===== config.mk =====
export PLATFORM = sky130hd
export DESIGN_NAME = tone_sequencer_flat
export DESIGN_NICKNAME = d
export VERILOG_FILES = /design/src/rtl/tone_sequencer_if.sv /design/src/rtl/tone_sequencer.sv /design/src/flat_wrapper.sv
export SDC_FILE = /design/constraint.sdc
export NUM_CORES = 1
export LEC_CHECK = 0
export BUFFER_PORTS_ARGS = -buffer_cell sky130_fd_sc_hd__buf_2
export CAP_MARGIN = 30
export CORE_MARGIN = 3
export CORE_UTILIZATION = 59
export CTS_BUF_LIST = sky130_fd_sc_hd__clkbuf_2
export CTS_CLUSTER_SIZE = 25
export DETAILED_ROUTE_END_ITERATION = 10
export PLACE_DENSITY_LB_ADDON = 0.08
export SYNTH_ARGS = -nofsm -noshare
export SYNTH_HDL_FRONTEND = slang
export SYNTH_SLANG_ARGS = --single-unit

===== constraint.sdc =====
create_clock -name clk -period 3.7 [get_ports clk]
set_input_delay 0.925 -clock clk [delete_from_list [all_inputs] [get_ports clk]]
set_output_delay 0.925 -clock clk [all_outputs]
set_load 0.02 [all_outputs]

===== src/rtl/tone_sequencer_if.sv =====
// Control, program-load and tone-generator signals of tone_sequencer.
//   master : user controls / program loader side (drives start, stop, loop_en, wr_*)
//   slave  : the sequencer itself (drives note_sel, gen_rst, tone_en, busy, done, cur_idx)
// Signals:
//   start, stop, loop_en : play control
//   wr_en, wr_addr, wr_note[3:0] ({rest, note[2:0]}), wr_dur[7:0] : program write port
//   note_sel[2:0], gen_rst : to the 8-tone generator
//   tone_en, busy, done, cur_idx : status
interface tone_sequencer_if #(
  parameter int DEPTH = 16
);
  localparam int ADDR_W = $clog2(DEPTH);

  logic              start;
  logic              stop;
  logic              loop_en;
  logic              wr_en;
  logic [ADDR_W-1:0] wr_addr;
  logic [3:0]        wr_note;
  logic [7:0]        wr_dur;

  logic [2:0]        note_sel;
  logic              gen_rst;
  logic              tone_en;
  logic              busy;
  logic              done;
  logic [ADDR_W-1:0] cur_idx;

  modport master (
    output start, stop, loop_en, wr_en, wr_addr, wr_note, wr_dur,
    input  note_sel, gen_rst, tone_en, busy, done, cur_idx
  );

  modport slave (
    input  start, stop, loop_en, wr_en, wr_addr, wr_note, wr_dur,
    output note_sel, gen_rst, tone_en, busy, done, cur_idx
  );
endinterface


===== src/rtl/tone_sequencer.sv =====
// tone_sequencer: plays a stored note sequence on the 8-tone frequency generator.
// Each program entry is {rest, note[2:0], dur[7:0]}; dur counts units of
// TICK_DIV clocks, dur==0 marks end of sequence. Every note is followed by
// GAP_UNITS silent units (generator held in reset).
// Ports:
//   clk      : system clock
//   reset_n  : asynchronous active-low reset
//   bus      : tone_sequencer_if.slave (controls, program write port, generator/status outputs)
module tone_sequencer #(
  parameter int DEPTH     = 16,
  parameter int TICK_DIV  = 5_000_000,
  parameter int GAP_UNITS = 1
) (
  input logic              clk,
  input logic              reset_n,
  tone_sequencer_if.slave  bus
);

  localparam int ADDR_W = $clog2(DEPTH);
  localparam int TICK_W = (TICK_DIV > 1) ? $clog2(TICK_DIV) : 1;

  typedef enum logic [2:0] {
    S_IDLE,
    S_LOAD,
    S_PLAY,
    S_GAP,
    S_DONE
  } state_t;

  state_t            state;
  logic [2:0]        note_sel;
  logic              gen_rst;
  logic              tone_en;
  logic              busy;
  logic              done;
  logic [ADDR_W-1:0] cur_idx;
  logic [TICK_W-1:0] tick;
  logic [7:0]        rem;

  logic [11:0]       mem [DEPTH];
  logic [11:0]       rd_word;
  logic [3:0]        rd_note;
  logic [7:0]        rd_dur;

  logic              unit_end;
  state_t            adv_state;
  logic [ADDR_W-1:0] adv_idx;

  assign bus.note_sel = note_sel;
  assign bus.gen_rst  = gen_rst;
  assign bus.tone_en  = tone_en;
  assign bus.busy     = busy;
  assign bus.done     = done;
  assign bus.cur_idx  = cur_idx;

  // Program store: not reset, writable only while not playing.
  always_ff @(posedge clk) begin
    if (bus.wr_en && (state == S_IDLE || state == S_DONE))
      mem[bus.wr_addr] <= {bus.wr_note, bus.wr_dur};
  end

  assign rd_word = mem[cur_idx];
  assign rd_note = rd_word[11:8];
  assign rd_dur  = rd_word[7:0];

  assign unit_end = (tick == TICK_W'(TICK_DIV - 1));

  // Step to the next entry after a note (and its gap); the last entry either
  // wraps to 0 or finishes, depending on loop_en at this moment.
  always_comb begin
    adv_state = S_LOAD;
    adv_idx   = cur_idx + ADDR_W'(1);
    if (cur_idx == ADDR_W'(DEPTH - 1)) begin
      if (bus.loop_en) begin
        adv_idx = '0;
      end else begin
        adv_state = S_DONE;
        adv_idx   = cur_idx;
      end
    end
  end

  always_ff @(posedge clk or negedge reset_n) begin
    if (!reset_n) begin
      state    <= S_IDLE;
      note_sel <= '0;
      gen_rst  <= 1'b1;
      tone_en  <= 1'b0;
      busy     <= 1'b0;
      done     <= 1'b0;
      cur_idx  <= '0;
      tick     <= '0;
      rem      <= '0;
    end else begin
      done <= 1'b0;
      if (bus.stop) begin
        state   <= S_IDLE;
        tone_en <= 1'b0;
        gen_rst <= 1'b1;
        busy    <= 1'b0;
      end else begin
        case (state)
          S_IDLE: begin
            gen_rst <= 1'b1;
            tone_en <= 1'b0;
            if (bus.start) begin
              cur_idx <= '0;
              busy    <= 1'b1;
              state   <= S_LOAD;
            end
          end

          S_LOAD: begin
            if (rd_dur != 8'd0) begin
              note_sel <= rd_note[2:0];
              tone_en  <= ~rd_note[3];
              gen_rst  <= 1'b0;
              tick     <= '0;
              rem      <= rd_dur;
              state    <= S_PLAY;
            end else if (cur_idx != '0 && bus.loop_en) begin
              cur_idx <= '0;
            end else begin
              busy  <= 1'b0;
              done  <= 1'b1;
              state <= S_DONE;
            end
          end

          // PLAY and GAP share the unit counter; rem counts down the units
          // left, so the final unit ends when rem==1 at a wrap.
          S_PLAY, S_GAP: begin
            if (!unit_end) begin
              tick <= tick + TICK_W'(1);
            end else begin
              tick <= '0;
              if (rem != 8'd1) begin
                rem <= rem - 8'd1;
              end else if (state == S_PLAY && GAP_UNITS > 0) begin
                rem     <= 8'(GAP_UNITS);
                tone_en <= 1'b0;
                gen_rst <= 1'b1;
                state   <= S_GAP;
              end else begin
                tone_en <= 1'b0;
                gen_rst <= 1'b1;
                cur_idx <= adv_idx;
                state   <= adv_state;
                if (adv_state == S_DONE) begin
                  busy <= 1'b0;
                  done <= 1'b1;
                end
              end
            end
          end

          S_DONE: begin
            state <= S_IDLE;
          end

          default: begin
            state   <= S_IDLE;
            tone_en <= 1'b0;
            gen_rst <= 1'b1;
            busy    <= 1'b0;
          end
        endcase
      end
    end
  end

endmodule


===== src/flat_wrapper.sv =====
// flat-port wrapper written by rule: the top's interface ports become plain ports
module tone_sequencer_flat 
#(
  parameter int DEPTH     = 16,
  parameter int TICK_DIV  = 5_000_000,
  parameter int GAP_UNITS = 1
)
  (clk, reset_n, bus_start, bus_stop, bus_loop_en, bus_wr_en, bus_wr_addr, bus_wr_note, bus_wr_dur, bus_note_sel, bus_gen_rst, bus_tone_en, bus_busy, bus_done, bus_cur_idx);
  tone_sequencer_if #(.DEPTH(DEPTH)) bus_i ();
  input logic clk;
  input logic reset_n;
  input wire logic [$bits(bus_i.start)-1:0] bus_start;
  input wire logic [$bits(bus_i.stop)-1:0] bus_stop;
  input wire logic [$bits(bus_i.loop_en)-1:0] bus_loop_en;
  input wire logic [$bits(bus_i.wr_en)-1:0] bus_wr_en;
  input wire logic [$bits(bus_i.wr_addr)-1:0] bus_wr_addr;
  input wire logic [$bits(bus_i.wr_note)-1:0] bus_wr_note;
  input wire logic [$bits(bus_i.wr_dur)-1:0] bus_wr_dur;
  output wire logic [$bits(bus_i.note_sel)-1:0] bus_note_sel;
  output wire logic [$bits(bus_i.gen_rst)-1:0] bus_gen_rst;
  output wire logic [$bits(bus_i.tone_en)-1:0] bus_tone_en;
  output wire logic [$bits(bus_i.busy)-1:0] bus_busy;
  output wire logic [$bits(bus_i.done)-1:0] bus_done;
  output wire logic [$bits(bus_i.cur_idx)-1:0] bus_cur_idx;
  assign bus_i.start = bus_start;
  assign bus_i.stop = bus_stop;
  assign bus_i.loop_en = bus_loop_en;
  assign bus_i.wr_en = bus_wr_en;
  assign bus_i.wr_addr = bus_wr_addr;
  assign bus_i.wr_note = bus_wr_note;
  assign bus_i.wr_dur = bus_wr_dur;
  assign bus_note_sel = bus_i.note_sel;
  assign bus_gen_rst = bus_i.gen_rst;
  assign bus_tone_en = bus_i.tone_en;
  assign bus_busy = bus_i.busy;
  assign bus_done = bus_i.done;
  assign bus_cur_idx = bus_i.cur_idx;
  tone_sequencer #(.DEPTH(DEPTH), .TICK_DIV(TICK_DIV), .GAP_UNITS(GAP_UNITS)) u_core (.clk(clk), .reset_n(reset_n), .bus(bus_i));
endmodule

# --- After elaboration in Yosys (flattened, before gate mapping) ---
# Memories as Yosys holds them, arrays and structs flattened.
# Cells that the tools add are included.
word_totals:
  register_bits: 45
  mem_count: 1
  output_inout_bits: 11
  ram_bits: 192
  inputBits: 22
  romBits: 0
  wordCells: 114
  latch_bits: 0
memory_table:
  columns: ["memory", "words", "width", "rd", "rd_clocked_by_memory_dff", "write_ports", "line_no", "rtl"]
  rows:
  - ["u_core.mem", 16, 12, 1, 0, 1, "tone_sequencer.sv:40", "logic [11:0] mem [DEPTH];"]
classes:
  shifts: 0
  add_sub_neg: 3
  n_eq_ne: 27
  n_mux: 56
  n_bitwise: 2
  multipliers: 0
  div_mod_pow: 0
  n_reduce_logical: 16
  order_cmp: 0
ops:
  columns: ["cell", "count"]
  rows:
  - ["23-bit 2-to-1 mux", 2]
  - ["23-bit case mux with 2 select lines", 1]
  - ["4-bit 2-to-1 mux", 8]
  - ["8-bit 2-to-1 mux", 4]
  - ["3-bit 2-to-1 mux", 9]
  - ["1-bit 2-to-1 mux", 25]
  - ["23-bit by 1-bit adder with 23-bit output (second input constant)", 1]
  - ["23-bit equality test (second input constant)", 1]
  - ["3-bit != test (second input constant)", 6]
  - ["8-bit case mux with 2 select lines", 1]
  - ["4-bit case mux with 3 select lines", 1]
  - ["2-bit != test (second input constant)", 5]
  - ["3-bit by 2-bit != test with 1-bit output (second input constant)", 3]
  - ["3-bit case mux with 3 select lines", 1]
  - ["9-bit AND reduction", 1]
  - ["8-bit by 1-bit != test with 1-bit output (second input constant)", 1]
  - ["4-bit AND reduction", 2]
  - ["8-bit AND reduction", 1]
  - ["8-bit nonzero test", 1]
  - ["8-bit by 1-bit subtractor with 8-bit output (second input constant)", 1]
  - ["3-bit by 2-bit equality test with 1-bit output (second input constant)", 2]
  - ["3-bit equality test (second input constant)", 2]
  - ["2-bit by 1-bit != test with 1-bit output (second input constant)", 3]
  - ["1-bit case mux with 3 select lines", 2]
  - ["other kinds (17)", 20]

# --- Longest topological paths before layout ---
logic_depth:
  word_depth: 9
  ltp_mapped: 11
  ltp_nobuf: 8

# --- Least setup slack after synthesis ---
# Ideal clock, no wire load.
synth_path:
  kind: "register to register"
  startpoint: "register u_core.cur_idx[0] (netlist: u_core.bus.cur_idx[0])"
  endpoint: "register u_core.cur_idx[2] (netlist: u_core.bus.cur_idx[2])"
  path_buffers: 3
  t_arrival_ns: 3.127
  synth_period_minus_slack_ns: 3.253
  path_stages_with_launch: 12
  setup_slack_ns: 0.447
  required_ns: 3.574
  path_cell_list: "dfrtp_1 buf_4 buf_2 buf_1 inv_1 ha_1 or3b_2 a21oi_1 o31a_1 or3_1 mux2_2 a221o_1"
synth_between:
  elab_chain_cells: 6
  word_cells_on_any_way: 15
  cone_classes: "add/sub (1); eq/ne (4); mux (5); reduce/logical (4); memory (1)"
synth_lines:
  columns: ["item", "line_no", "rtl"]
  rows:
  - ["from (decl)", "tone_sequencer.sv:36", "logic [ADDR_W-1:0] cur_idx;"]
  - ["from (signal assigned)", "tone_sequencer.sv:147", "cur_idx <= adv_idx;"]
  - ["4-bit by 1-bit adder with 4-bit output / 4-bit equality test (equally long branches)", "tone_sequencer.sv:72, tone_sequencer.sv:73", null]
  - ["4-bit 2-to-1 mux", "tone_sequencer.sv:73", "if (cur_idx == ADDR_W'(DEPTH - 1)) begin"]
  - ["4-bit 2-to-1 mux", "tone_sequencer.sv:139", "end else if (state == S_PLAY && GAP_UNITS > 0) begin"]
  - ["4-bit 2-to-1 mux", "tone_sequencer.sv:137", "if (rem != 8'd1) begin"]
  - ["4-bit 2-to-1 mux", "tone_sequencer.sv:133", "if (!unit_end) begin"]
  - ["4-bit case mux with 3 select lines", "tone_sequencer.sv:102", "case (state)"]
# Parallel ways exist; a longest one is shown, timed or not. The select of a mux whose other input is x is not followed.
# A chain may end at the register's enable or synchronous reset.

# --- Worst setup path after layout ---
layout_path:
  startpoint: "register u_core.cur_idx[0] (netlist: u_core.bus.cur_idx[0])"
  endpoint: "register u_core.tick[13]"
layout_between:
  elab_chain_cells: 4
layout_lines:
  columns: ["item", "line_no", "rtl"]
  rows:
  - ["memory 16 x 12 bit", null, null]
  - ["8-bit nonzero test", "tone_sequencer.sv:114", "if (rd_dur != 8'd0) begin"]
  - ["2-bit by 1-bit != test with 1-bit output (no line)", null, null]
  - ["3-bit AND reduction (no line)", null, null]
  - ["to (signal assigned)", "tone_sequencer.sv:134", "tick <= tick + TICK_W'(1);"]
  - ["to (decl)", "tone_sequencer.sv:37", "logic [TICK_W-1:0] tick;"]
# No other way between the ends.

==> results.json <==
{
  "syn_to_final_growth_pct": 11.0,
  "synth_compound_area_frac": 0.0864,
  "synthXorXnorAreaFrac": 0.000853,
  "ys_types": 62,
  "synth_area_leader_cell": "edfxtp_1",
  "cp_data_arrival_time_ps": 3960,
  "die_h_um": 138,
  "reg2reg_to": "u_core.tick[13]$_DFFE_PN0P_",
  "synth-seq-cells": 237,
  "grt_pass1_vias": 6563,
  "rr_startpoint": "u_core.bus.cur_idx[0]$_DFFE_PN0P_",
  "cts_resized": 0,
  "holdCritPathClass": "input pin to flip-flop",
  "io_buffers": 32,
  "cp_max_fo": 30,
  "viasPerCell": 6.39,
  "maxSlewViolCount": 0,
  "synth_simple_gate_area_share": 0.0949,
  "drtIter0Drc": 652,
  "yosysWarnings": 0,
  "report.final.hold_viol_count": 0,
  "rsz0062_at_grt": "false",
  "swShare": 0.358,
  "place_congestion": 0.901,
  "power_frac_seq": 0.448,
  "grt_use_total": 0.256,
  "clk_latency_ps": 860,
  "dieWidth_um": 138,
  "drc": 0,
  "ys_top_cells_by_area": "edfxtp_1 (56%), mux4_2 (11%), dfrtp_1 (11%)",
  "cp.required_ps": 4410,
  "post_drt_wl_per_cell_um": 22.6,
  "nets": 773,
  "fp.dieArea_sq_um": 19000,
  "cts_root_buf": "clkbuf_2",
  "htree_levels": 2,
  "clk_pin_slew_ps": 110,
  "grt_pass1_wl_um": 36100,
  "synth_ff_type": "edfxtp_1",
  "reg2reg_depth": 7,
  "grt_max_degree": 36,
  "intPower_uw": 4800,
  "dp_hpwl_um": 14800,
  "maxCapViolCount": 0,
  "initial_core_util": 0.610,
  "power_switching_uw": 2680,
  "synth_top_area_frac": 0.562,
  "maxSlewHeadroom": 0.377,
  "fin_crit_ps": 3250,
  "cts_num_sinks": 237,
  "vias": 6503,
  "ant_nets": 0,
  "finClkSkew_ps": 69.3,
  "hold_end": "u_core.state[0]$_DFFE_PN0P_",
  "p_total_uw": 7490,
  "io_pins": 33,
  "synth_area_per_cell_sq_um": 15.7,
  "coreArea_sq_um": 16800,
  "synth_nets": 682,
  "clock.fmax_mhz": 307,
  "p_leak_uw": 0.00395,
  "fin_crit_sh": 0.880,
  "synth_common_cells": "edfxtp_1 (192), mux4_2 (52), dfrtp_1 (44), nor2_1 (41)",
  "p_comb_frac": 0.328,
  "crit_path_end_kind": "flip-flop",
  "synthCells": 655,
  "routed_wl_um": 23000,
  "setup_tns_ps": 0,
  "grt_overflow": 0,
  "numCtsBuffers": 58,
  "clockPowerShare": 0.224,
  "syn-cell-area_sq_um": 10300,
  "path_class": "flip-flop to flip-flop",
  "drtPass1Iterations": 5,
  "synth_enable_flop_cells": 192,
  "synthAdderAreaFrac": 0.00609,
  "peakVddDrop_mv": 0.362,
  "cts_buffer_depth": 3,
  "worstMarginPinSlew_ps": 932,
  "r2r_slack_ps": 450,
  "cellPowerDensity_nw_per_um2": 657,
  "fillerInstances": 1201,
  "status": "finished, final reports clean",
  "drive_above_1_share": 0.300,
  "antenna_found_initial": 1,
  "cts_tree": "yes",
  "synth-async-reset-ratio": 0.190,
  "startpoint_type": "flip-flop",
  "yosysSeqAreaShare": 0.671,
  "worstHoldStart": "bus_stop",
  "synth_top_family_by_area": "multiplexers",
  "synthMuxAreaShare": 0.119,
  "core.rowCount": 47,
  "whs_path_depth": 2,
  "yosysMostFrequentCell": "edfxtp_1",
  "setup_violations": 0
}
metrics by stage:
stage / cell area [sq um] / setup WS (ps) / util / hold WS [ps] / instances
6_report: 11400 / 446 / 0.678 / 378 / 1017
5_1_grt: 11400 / 34.4 / 0.678 / 331 / 1017
4_1_cts: 11400 / 370 / 0.677 / 308 / 1016
3_5_place_dp: 10800 / 408 / 0.645 / 499 / 905
3_3_place_gp: 10800 / 491 / 0.644 / 490 / 904
2_1_floorplan: 10300 / 447 / - / 478 / 655
metal layers:
layer,up-vias,wire length (um),track usage,share of wire
li1,2906,-,-,-
met1,3297,9570,0.359,0.42
met2,260,11300,0.417,0.49
met3,40,1740,0.0464,0.076
met4,0,398,0.0763,0.017
met5,-,0,0,0
placed cells by master (no fill, tap or decap), types with 3 or more instances in the layout:
cell type and n:
nor3_1 10, or2_2 3, dfrtp_1 42, a211oi_1 3, nand4_1 12, nor4_1 5
nand2b_1 12, mux4_2 52, nor2b_1 6, buf_2 32, a22oi_1 19, a31oi_1 7
clkbuf_2 90, ha_1 5, or3_1 3, o21ai_0 13, or4_1 4, buf_4 33
nor3_2 5, a41oi_1 23, nor4_2 3, clkinv_1 16, and3_1 8, nand2_1 34
o31ai_1 3, inv_1 12, nor2_1 41, nand3_1 16, o32ai_1 3, mux2_2 4
edfxtp_1 192, a21oi_1 34, o211ai_1 6
critical path: stages (launching register included):
cell     delay (ps)
dfrtp_4         820
mux4_2          590
a22oi_1         230
nand2_1         140
nor4_2          280
buf_4           220
nand3_2         450
a41oi_1         410
worst max path at each step:
stage                                            startpoint                           endpoint
after floorplan           u_core.bus.cur_idx[0]$_DFFE_PN0P_  u_core.bus.cur_idx[2]$_DFFE_PN0P_
after global placement    u_core.bus.cur_idx[0]$_DFFE_PN0P_         u_core.tick[9]$_DFFE_PN0P_
after detailed placement  u_core.bus.cur_idx[0]$_DFFE_PN0P_        u_core.tick[13]$_DFFE_PN0P_
after CTS                 u_core.bus.cur_idx[0]$_DFFE_PN0P_        u_core.tick[13]$_DFFE_PN0P_
after global routing      u_core.bus.cur_idx[0]$_DFFE_PN0P_        u_core.tick[20]$_DFFE_PN0P_
final                     u_core.bus.cur_idx[0]$_DFFE_PN0P_        u_core.tick[13]$_DFFE_PN0P_
cell families after synthesis:
kind of cell / count (synthesis)
multiplexers: 57
AO/OA/AOI/OAI: 127
flip-flops: 237
buffers and inverters: 49
XOR/XNOR: 1
adder cells (fa/ha/maj): 5
AND/OR/NAND/NOR: 179
layout make-up:
class	count	area [sq um]	share of cell area
clock inverter	20	86.3	0.00758
inverter	12	45.0	0.00395
timing repair buffer	68	458	0.0402
antenna	1	2.50	0.000220
sequential	237	6900	0.605
clock buffer	90	450	0.0395
tap	220	275	0.0242
multi-input combinational	369	3180	0.279
state kept, by name (all words and copies together) (netlist names):
name,flops
u_core.bus.busy,1
u_core.bus.cur_idx,4
u_core.bus.done,1
u_core.bus.gen_rst,1
u_core.bus.note_sel,3
u_core.bus.tone_en,1
u_core.mem,192
u_core.rem,8
u_core.state,3
u_core.tick,23
timing repair:
action | 4_1_cts | 5_1_grt
buffers inserted | 0 | 0
hold buffers | 1 | 0
endpoints found under the hold margin | 10 | 0
power groups by stage:
stage	Combinational, uW	Sequential, uW	Clock [uW]
final	2460	3350	1680
after CTS	2440	3350	1730
after global placement	2390	3400	0
after detailed placement	2440	3410	0
after floorplan	1840	3280	0
after global routing	2660	3400	1890
Power figures use the tool's default switching activity.
